--- src/rtl/trace_pkg.sv ---
// Shared trace-path constants.
// Word width and frame length used by the frame buffer, plus the
// header bit positions the SPI stage places in the first word of a frame.
package trace_pkg;

  localparam int unsigned TRACE_WORD_W = 16;
  localparam int unsigned FRAME_WORDS  = 8;

  // Header word layout (first word of each SPI trace frame)
  localparam int unsigned HDR_SEQ_LSB  = 0;
  localparam int unsigned HDR_SEQ_MSB  = 7;
  localparam int unsigned HDR_OVF_BIT  = 14;
  localparam int unsigned HDR_SYNC_BIT = 15;

endpackage

--- src/rtl/sync_edge.sv ---
// Two-flop synchroniser followed by a rising-edge detector.
// Ports:
//   clk       master clock
//   rst       synchronous active-low reset
//   async_i   asynchronous level input
//   rise_c_o  one-cycle pulse, high the cycle after the synchronised level rises
module sync_edge (
  input  logic clk,
  input  logic rst,
  input  logic async_i,
  output logic rise_c_o
);

  logic [2:0] sh_q;
  logic [2:0] sh_d;

  // sh_q[1:0] synchronise, sh_q[2] holds the previous synchronised level
  assign sh_d = {sh_q[1:0], async_i};

  always_ff @(posedge clk) begin
    if (!rst) begin
      sh_q <= '0;
    end else begin
      sh_q <= sh_d;
    end
  end

  assign rise_c_o = sh_q[1] & ~sh_q[2];

endmodule

--- src/rtl/trace_frame_buffer.sv ---
// Frame-aligned FIFO between the trace word packer and the SPI host link.
// Words are written speculatively and become visible to the reader only
// when a whole frame has been accepted; the reader pops one word per
// synchronised tx_free rising edge.
// Ports:
//   clk, rst       clock, synchronous active-low reset
//   wr_word/valid  trace word from packer and its valid strobe
//   sync           packer synchronised; words ignored while low, fall aborts frame
//   rxFrameReset   discard the partially written frame
//   tx_free        asynchronous pop request from the SPI stage
//   tx_word        registered head word (0 when nothing committed)
//   transmitIn     registered: at least one complete frame held
//   frames_avail   committed frames not yet fully read
//   overflow       sticky frame-drop flag, cleared by overflow_clr
module trace_frame_buffer #(
  parameter int unsigned DEPTH_LOG2  = 5,
  parameter int unsigned FRAME_WORDS = 8
) (
  input  logic                  clk,
  input  logic                  rst,
  input  logic [15:0]           wr_word,
  input  logic                  wr_valid,
  input  logic                  sync,
  input  logic                  rxFrameReset,
  input  logic                  tx_free,
  output logic [15:0]           tx_word,
  output logic                  transmitIn,
  output logic [DEPTH_LOG2-3:0] frames_avail,
  output logic                  overflow,
  input  logic                  overflow_clr
);

  import trace_pkg::*;

  localparam int unsigned DEPTH = 1 << DEPTH_LOG2;
  localparam int unsigned PTR_W = DEPTH_LOG2 + 1;
  localparam int unsigned FC_W  = $clog2(FRAME_WORDS);
  localparam int unsigned FA_W  = DEPTH_LOG2 - 2;

  logic [TRACE_WORD_W-1:0] mem_q [DEPTH];

  logic [PTR_W-1:0] wr_ptr_q, wr_ptr_d, cm_ptr_q, cm_ptr_d, rd_ptr_q, rd_ptr_d;
  logic [FC_W-1:0]  fcnt_q, fcnt_d;
  logic [FA_W-1:0]  fa_q, fa_d;
  logic             dropping_q, dropping_d;
  logic             ovf_q, ovf_d;
  logic             xmit_q, xmit_d;
  logic             sync_q;
  logic [15:0]      tx_word_q, tx_word_d;

  logic             pop_req_c;
  logic             word_in_c, full_c, frame_end_c, accept_c, overrun_c;
  logic             commit_c, abort_c, pop_c, pop_frame_c;
  logic [PTR_W-1:0] rd_next_c;

  sync_edge u_tx_free_sync (
    .clk      (clk),
    .rst      (rst),
    .async_i  (tx_free),
    .rise_c_o (pop_req_c)
  );

  // Write/read qualification
  always_comb begin
    word_in_c   = wr_valid & sync & ~rxFrameReset;
    full_c      = (wr_ptr_q - rd_ptr_q) == PTR_W'(DEPTH);
    frame_end_c = fcnt_q == FC_W'(FRAME_WORDS - 1);
    accept_c    = word_in_c & ~dropping_q & ~full_c;
    overrun_c   = word_in_c & ~dropping_q & full_c;
    commit_c    = accept_c & frame_end_c;
    abort_c     = rxFrameReset | (sync_q & ~sync);
    pop_c       = pop_req_c & (rd_ptr_q != cm_ptr_q);
    rd_next_c   = rd_ptr_q + PTR_W'(1);
    pop_frame_c = pop_c & (rd_next_c[FC_W-1:0] == '0);
  end

  // Next-state logic
  always_comb begin
    wr_ptr_d   = wr_ptr_q;
    cm_ptr_d   = cm_ptr_q;
    rd_ptr_d   = rd_ptr_q;
    fcnt_d     = fcnt_q;
    fa_d       = fa_q;
    dropping_d = dropping_q;
    ovf_d      = ovf_q;

    if (abort_c) begin
      wr_ptr_d   = cm_ptr_q;
      fcnt_d     = '0;
      dropping_d = 1'b0;
    end else if (word_in_c) begin
      // Frame position advances for dropped words too, keeping frame alignment
      fcnt_d = fcnt_q + FC_W'(1);
      if (accept_c) wr_ptr_d = wr_ptr_q + PTR_W'(1);
      if (commit_c) cm_ptr_d = wr_ptr_q + PTR_W'(1);
      if (overrun_c) begin
        wr_ptr_d   = cm_ptr_q;
        dropping_d = 1'b1;
      end
      if (frame_end_c) dropping_d = 1'b0;
    end

    if (overrun_c) begin
      ovf_d = 1'b1;
    end else if (overflow_clr) begin
      ovf_d = 1'b0;
    end

    if (pop_c) rd_ptr_d = rd_next_c;

    case ({commit_c, pop_frame_c})
      2'b10:   fa_d = fa_q + FA_W'(1);
      2'b01:   fa_d = fa_q - FA_W'(1);
      default: fa_d = fa_q;
    endcase

    xmit_d    = fa_q != '0;
    tx_word_d = (rd_ptr_q != cm_ptr_q) ? mem_q[rd_ptr_q[DEPTH_LOG2-1:0]] : '0;
  end

  // Storage write port (no reset: inferred RAM)
  always_ff @(posedge clk) begin
    if (accept_c) mem_q[wr_ptr_q[DEPTH_LOG2-1:0]] <= wr_word;
  end

  always_ff @(posedge clk) begin
    if (!rst) begin
      wr_ptr_q   <= '0;
      cm_ptr_q   <= '0;
      rd_ptr_q   <= '0;
      fcnt_q     <= '0;
      fa_q       <= '0;
      dropping_q <= 1'b0;
      ovf_q      <= 1'b0;
      xmit_q     <= 1'b0;
      sync_q     <= 1'b0;
      tx_word_q  <= '0;
    end else begin
      wr_ptr_q   <= wr_ptr_d;
      cm_ptr_q   <= cm_ptr_d;
      rd_ptr_q   <= rd_ptr_d;
      fcnt_q     <= fcnt_d;
      fa_q       <= fa_d;
      dropping_q <= dropping_d;
      ovf_q      <= ovf_d;
      xmit_q     <= xmit_d;
      sync_q     <= sync;
      tx_word_q  <= tx_word_d;
    end
  end

  assign tx_word      = tx_word_q;
  assign transmitIn   = xmit_q;
  assign frames_avail = fa_q;
  assign overflow     = ovf_q;

endmodule

--- config.mk ---
export PLATFORM = sky130hd
export DESIGN_NAME = trace_frame_buffer
export DESIGN_NICKNAME = d
export VERILOG_FILES = /design/src/rtl/trace_pkg.sv /design/src/rtl/sync_edge.sv /design/src/rtl/trace_frame_buffer.sv
export SDC_FILE = /design/constraint.sdc
export NUM_CORES = 1
export LEC_CHECK = 0
export CAP_MARGIN = 40
export CORE_UTILIZATION = 62
export CTS_BUF_LIST = sky130_fd_sc_hd__clkbuf_4 sky130_fd_sc_hd__clkbuf_8
export DETAILED_ROUTE_END_ITERATION = 10
export GPL_TIMING_DRIVEN = 0
export HOLD_SLACK_MARGIN = 0.12
export PLACE_DENSITY = 0.79
export SYNTH_ARGS = -nofsm -noshare
export SYNTH_HDL_FRONTEND = slang
export SYNTH_HIERARCHICAL = 1
export SYNTH_SLANG_ARGS = --single-unit
--- constraint.sdc ---
create_clock -name clk -period 10.7 [get_ports clk]
set_input_delay 1.605 -clock clk [delete_from_list [all_inputs] [get_ports clk]]
set_output_delay 1.605 -clock clk [all_outputs]
set_load 0.005 [all_outputs]
==> impl_metrics.json, run 1 <==
{
  "run_status": "completed",
  "synthCells": 1050,
  "p_total_mw": 4.34,
  "synth.yosys.seq_area_share_pct": 74.8,
  "final_layout_size_suffix_gt1_share_pct": 32.4,
  "area_growth_syn_to_layout_pct": 17.1,
  "place.gp.congestion": 0.908,
  "syn_nets": 1088,
  "max-cap-violations": 0,
  "die_w_um": 190,
  "r2r_cells": 14,
  "crit_arrival_ns": 5.33,
  "synth_edf_count": 512,
  "slew_headroom_pct": 36.8,
  "grt_overflow": 0,
  "ys_types": 47,
  "ctsLongestPathBuffers": 3,
  "crit_family": "buffers and inverters",
  "critPathMostFrequentCell": "buf_4",
  "clk_latency_ns": 0.65,
  "grt_start_max_net_pins": 33,
  "globalRouteTotalUtil_pct": 29.0,
  "hold_path_class": "reg -> reg",
  "fmax_mhz": 201,
  "drc_errors": 0,
  "setup_tns_ns": 0,
  "wl_met3_um": 5260,
  "synth-async-reset-ratio_pct": 0,
  "ys_seq_elements": 559,
  "endpoint_kind": "register",
  "layout_common_cells": "edfxtp_1 (512), mux4_2 (160), clkbuf_8 (96)",
  "stdcell_area_mm2": 0.0255,
  "period_minus_slack_ns": 4.99,
  "io_pins": 44,
  "fp.dieH_um": 190,
  "fin_crit_sh_pct": 46.6,
  "synth_warnings": 6,
  "antenna_found_initial": 0,
  "grt_pass1_vias": 11510,
  "routed-wl-met2_um": 24400,
  "fillers": 1881,
  "placed_area_mm2": 0.0237,
  "worstMarginPinSlew_ns": 0.948,
  "hpwl_um": 33600,
  "startpoint_type": "register",
  "via_per_inst": 6.47,
  "avgSynthCellArea_um2": 20.8,
  "core.rowCount": 68,
  "drt_iter0_drc": 1397,
  "worst-path-max-fanout": 10,
  "cts_inserted_buffers": 88,
  "powerDensity_mw_per_mm2": 170,
  "hold_depth": 1,
  "cts.sinks": 559,
  "post-cts-setup-buffers": 0,
  "coreArea_mm2": 0.0345,
  "drt-met1-wl_um": 19000,
  "worst_path_max_delay_cell": "nor2_2",
  "synth_ff_type": "edfxtp_1",
  "drt.antenna.violating_nets": 0,
  "initial_utilization_pct": 63.1,
  "clkTransAtPathRegs_ns": 0.07,
  "fin_nets": 1271,
  "wl_per_cell_um": 28.6,
  "max_stage_delay_ns": 0.73,
  "drv_slew": 0,
  "syn_area_mm2": 0.0218,
  "cts_root_buf": "clkbuf_8",
  "postCtsResizedCells": 0,
  "critical_path_class": "reg -> reg",
  "leakagePower_nw": 8.25,
  "drtPass1Iterations": 7,
  "required_ns": 11.04,
  "ctsHoldBuffers": 0,
  "insertedDiodeCount": 0,
  "final_common_cell": "edfxtp_1",
  "cp_num_buf_inv": 7,
  "dieArea_mm2": 0.0359,
  "final_hold_viol_count": 0,
  "port_buffers": 43,
  "wl_um": 50300,
  "grt_pass1_wl_um": 73000,
  "vdd_ir_drop_max_mv": 0.129,
  "routed.top_layer": "met4",
  "finalSetupViolations": 0,
  "cts_max_level": 3,
  "clock_skew_ns": 0.0302,
  "cp_cell_sequence": "clkbuf_1, buf_2, buf_1, inv_1, ha_1, nand2b_1, a21oi_1, o32ai_2, o211ai_2, buf_4, buf_4, nand3_1, nor2_2, buf_6",
  "cp.depth": 14,
  "via_count": 11375,
  "rsz0062_at_grt": "false",
  "r2r_slack_ns": 5.71,
  "cts_tree": "done"
}
==> worst paths after layout <==
path | endpoint | start
max | mem_q[7][3] | rd_ptr_q[1]
min | u_tx_free_sync/sh_q[1] | u_tx_free_sync/sh_q[0]
min reg2reg | u_tx_free_sync/sh_q[1] | u_tx_free_sync/sh_q[0]
max reg2reg | mem_q[7][3] | rd_ptr_q[1]
==> where the power goes <==
part           leakage [nW]  total [mW]  internal [mW]  switching, mW
registers              4.98        2.39           2.39        0.00458
clock network         0.963        1.84           1.02          0.819
logic                  2.30       0.103         0.0361         0.0671
total                  8.25        4.34           3.45          0.891
==> area by class of cell <==
cell class	count	area [um2]	area share, %
Clock inverter	30	231	0.906
Timing Repair Buffer	93	1270	4.96
Clock buffer	131	1580	6.20
Multi-Input combinational cell	391	5130	20.1
Sequential cell	559	16300	63.9
Inverter	49	184	0.720
Tap cell	455	569	2.23
Buffer	51	258	1.01
==> per-layer routing <==
| layer | track usage, % | vias up |
|---|---|---|
| li1 | - | 4669 |
| met1 | 40.3 | 5820 |
| met2 | 45.3 | 779 |
| met3 | 7.16 | 107 |
| met4 | 10.9 | 0 |
| met5 | 0 | - |
==> cells in the mapped netlist, types with 6 or more instances <==
cell type,n,share of area (%)
a21oi_1,11,0.25
and2_1,10,0.29
buf_2,14,0.32
buf_4,11,0.38
clkbuf_1,21,0.36
dfxtp_1,47,4.3
edfxtp_1,512,70
ha_1,14,0.80
inv_1,47,0.81
mux2i_1,6,0.28
mux4_2,160,17
nand2_1,21,0.36
nand3_1,17,0.39
nor2_1,54,0.93
o21ai_0,10,0.23
o22ai_1,17,0.49
xnor2_1,10,0.40
xor2_1,12,0.48
==> state kept, by name, summed over array words and instances (netlist names), 3 cells and up <==
name	count
u_tx_free_sync/sh_q	3
wr_ptr_q	6
frames_avail	3
tx_word	16
rd_ptr_q	6
cm_ptr_q	6
mem_q	512
fcnt_q	3
==> metrics by stage <==
stage	util [%]	std cells	setup slack, ns	hold slack [ns]
2_1_floorplan	-	1050	6.53	0.412
3_3_place_gp	66.0	1548	4.52	0.424
3_5_place_dp	68.6	1596	5.62	0.428
4_1_cts	73.9	1757	5.79	0.445
5_1_grt	73.9	1759	5.61	0.449
6_report	73.9	1759	5.71	0.441
==> cells by family (layout without fill, tap and decap cells) <==
group                    after synthesis  count (layout)  share of synthesized area, %
flip-flops                           559             559                          74.8
XOR/XNOR                              22              22                         0.884
buffers and inverters                100             354                          2.03
AO/OA/AOI/OAI                         58              58                          1.79
adder cells (fa/ha/maj)               15              15                         0.895
AND/OR/NAND/NOR                      130             130                          2.79
multiplexers                         166             166                          16.8
Note: power is estimated with default switching activity, not from simulation.
==> run 2: changes to the inputs <==
- CORE_UTILIZATION: 62 -> 58
- PLACE_DENSITY: 0.79 -> 0.78
- clock period: 10.7 -> 4.27 ns (I/O delays scaled with it)
==> run 2 against run 1 <==
Against the previous run:
- via count decreased by 0.53%
- total power increased to 2.5 times the previous value
- die area increased by 6.8%
- critical path depth decreased by 1
- sequential power increased to 2.5 times the previous value
- flip-flop and latch count unchanged
- worst setup slack got worse by 5.6 ns
- routed wire length decreased by 4.4%
- fmax increased by 21%
- first-iteration DRC count decreased by 15%
- global-route usage decreased by 2.9 points
- clock power increased by 150%
- largest power group unchanged
==> impl_metrics.json, run 2 (synthesized netlist as in run 1, its figures left out) <==
{
  "setup_tns_ns": 0,
  "dieArea_mm2": 0.0384,
  "crit_arrival_ns": 4.44,
  "cts_inserted_buffers": 86,
  "clkTransAtPathRegs_ns": 0.07,
  "setup_ws_ns": 0.160,
  "grt_overflow": 0,
  "endpoint_kind": "register",
  "clock_skew_ns": 0.0301,
  "powerDensity_mw_per_mm2": 425,
  "antenna_found_initial": 1,
  "r2r_cells": 13,
  "vdd_ir_drop_max_mv": 0.307,
  "fin_nets": 1267,
  "required_ns": 4.60,
  "fp.dieH_um": 196,
  "worst-path-max-fanout": 10,
  "critical_path_class": "reg -> reg",
  "area_growth_syn_to_layout_pct": 17.1,
  "finalSetupViolations": 0,
  "grt_start_max_net_pins": 33,
  "grt_pass1_vias": 11340,
  "r2r_end": "mem_q[31][2]",
  "slew_headroom_pct": 41.8,
  "p_total_mw": 10.9,
  "io_pins": 44,
  "cts_root_buf": "clkbuf_8",
  "ctsLongestPathBuffers": 3,
  "via_count": 11315,
  "wl_um": 48000,
  "worstMarginPinSlew_ns": 0.869,
  "final_hold_viol_count": 0,
  "hold_depth": 1,
  "final_layout_size_suffix_gt1_share_pct": 32.5,
  "dp_slack_ns": -0.433,
  "ctsHoldBuffers": 0,
  "startpoint_type": "register",
  "cts_max_level": 3,
  "hpwl_um": 32500,
  "drc_errors": 0,
  "largest_register_ffs": 512,
  "hold_path_class": "reg -> reg",
  "layout_common_cells": "edfxtp_1 (512), mux4_2 (160), clkbuf_8 (91)",
  "drt.antenna.violating_nets": 0,
  "r2r_start": "rd_ptr_q[2]",
  "run_status": "completed",
  "port_buffers": 43,
  "wl_per_cell_um": 27.1,
  "initial_utilization_pct": 59.3,
  "max-cap-violations": 0,
  "worstHoldStart": "u_tx_free_sync/sh_q[0]",
  "leakagePower_nw": 8.23,
  "globalRouteTotalUtil_pct": 26.1,
  "fin_crit_sh_pct": 96.3,
  "period_minus_slack_ns": 4.11,
  "r2r_slack_ns": 0.16,
  "cts_tree": "done",
  "drtPass1Iterations": 6,
  "fillers": 2120,
  "cp-endpoint": "mem_q[31][2]",
  "place.gp.congestion": 0.904,
  "final_common_cell": "edfxtp_1",
  "drt_iter0_drc": 1193,
  "setup.worst_path.start": "rd_ptr_q[2]",
  "clk_latency_ns": 0.65,
  "core.rowCount": 70,
  "via_per_inst": 6.40,
  "coreArea_mm2": 0.0368,
  "drv_slew": 0,
  "grt_pass1_wl_um": 71300,
  "cts.sinks": 559,
  "die_w_um": 196,
  "fmax_mhz": 243
}
[run 2: changes by cell type in the layout (fill, tap and decap cells not counted), moves of 4 or more]
cell,previous run,this run
nor2_2,31,25
clkbuf_4,35,31
buf_8,36,40
buf_16,9,5
clkbuf_8,96,91
nor2_4,0,6
[run 2: worst max-delay path: stages (launching register included)]
cell,delay [ns]
dfxtp_1,0.35
clkbuf_2,0.35
clkbuf_2,0.40
inv_1,0.09
ha_1,0.33
o21ai_0,0.17
a21oi_1,0.09
a31o_2,0.29
o211ai_2,0.18
buf_4,0.20
buf_4,0.20
nand2_1,0.08
nor3_2,0.72
buf_4,0.34
[run 2: final cells by class]
class                           instances  area, um2  share of cell area (%)
Inverter                               49        184                   0.720
Antenna cell                            1       2.50                 0.00980
Clock inverter                         38        333                    1.30
Timing Repair Buffer                   92       1220                    4.77
Sequential cell                       559      16300                    63.9
Multi-Input combinational cell        391       5170                    20.2
Tap cell                              468        586                    2.29
Buffer                                 50        259                    1.01
Clock buffer                          121       1480                    5.78
[run 2: through the flow]
stage	instances	util [%]	hold slack [ns]	instance area, um2
3_3_place_gp	1561	62.0	0.426	22800
6_report	1769	69.4	0.452	25500
4_1_cts	1767	69.4	0.463	25500
3_5_place_dp	1609	64.4	0.444	23700
2_1_floorplan	1050	-	0.412	21800
5_1_grt	1768	69.4	0.470	25500
[run 2: how the worst min path moves through the flow]
stage               slack [ns]                      to
finish                    0.45  u_tx_free_sync/sh_q[1]
global route              0.47  u_tx_free_sync/sh_q[1]
CTS                       0.46  u_tx_free_sync/sh_q[1]
detailed placement        0.44  u_tx_free_sync/sh_q[1]
global placement          0.43  u_tx_free_sync/sh_q[1]
floorplan                 0.41  u_tx_free_sync/sh_q[1]
[run 2: per-layer routing]
| layer | up-vias | routed length [um] | global-route usage (%) | share of wire [%] |
|---|---|---|---|---|
| met1 | 5798 | 18400 | 36.3 | 38 |
| met4 | 0 | 1820 | 10.5 | 3.8 |
| li1 | 4661 | - | - | - |
| met2 | 721 | 23100 | 41.0 | 48 |
| met5 | - | 0 | 0 | 0 |
| met3 | 135 | 4720 | 5.55 | 9.8 |
[run 2: repair_timing]
action / 4_1_cts / 5_1_grt
buffers inserted: 0 / 1
endpoints found under the setup margin: 448 / 168
pin swaps: 1 / 1
resized for setup: 8 / 2
[run 2: power by group]
part / internal, mW / switching, mW / leakage [nW]
logic: 0.0940 / 0.169 / 2.29
clock network: 2.56 / 2.03 / 0.958
registers: 5.99 / 0.0114 / 4.98
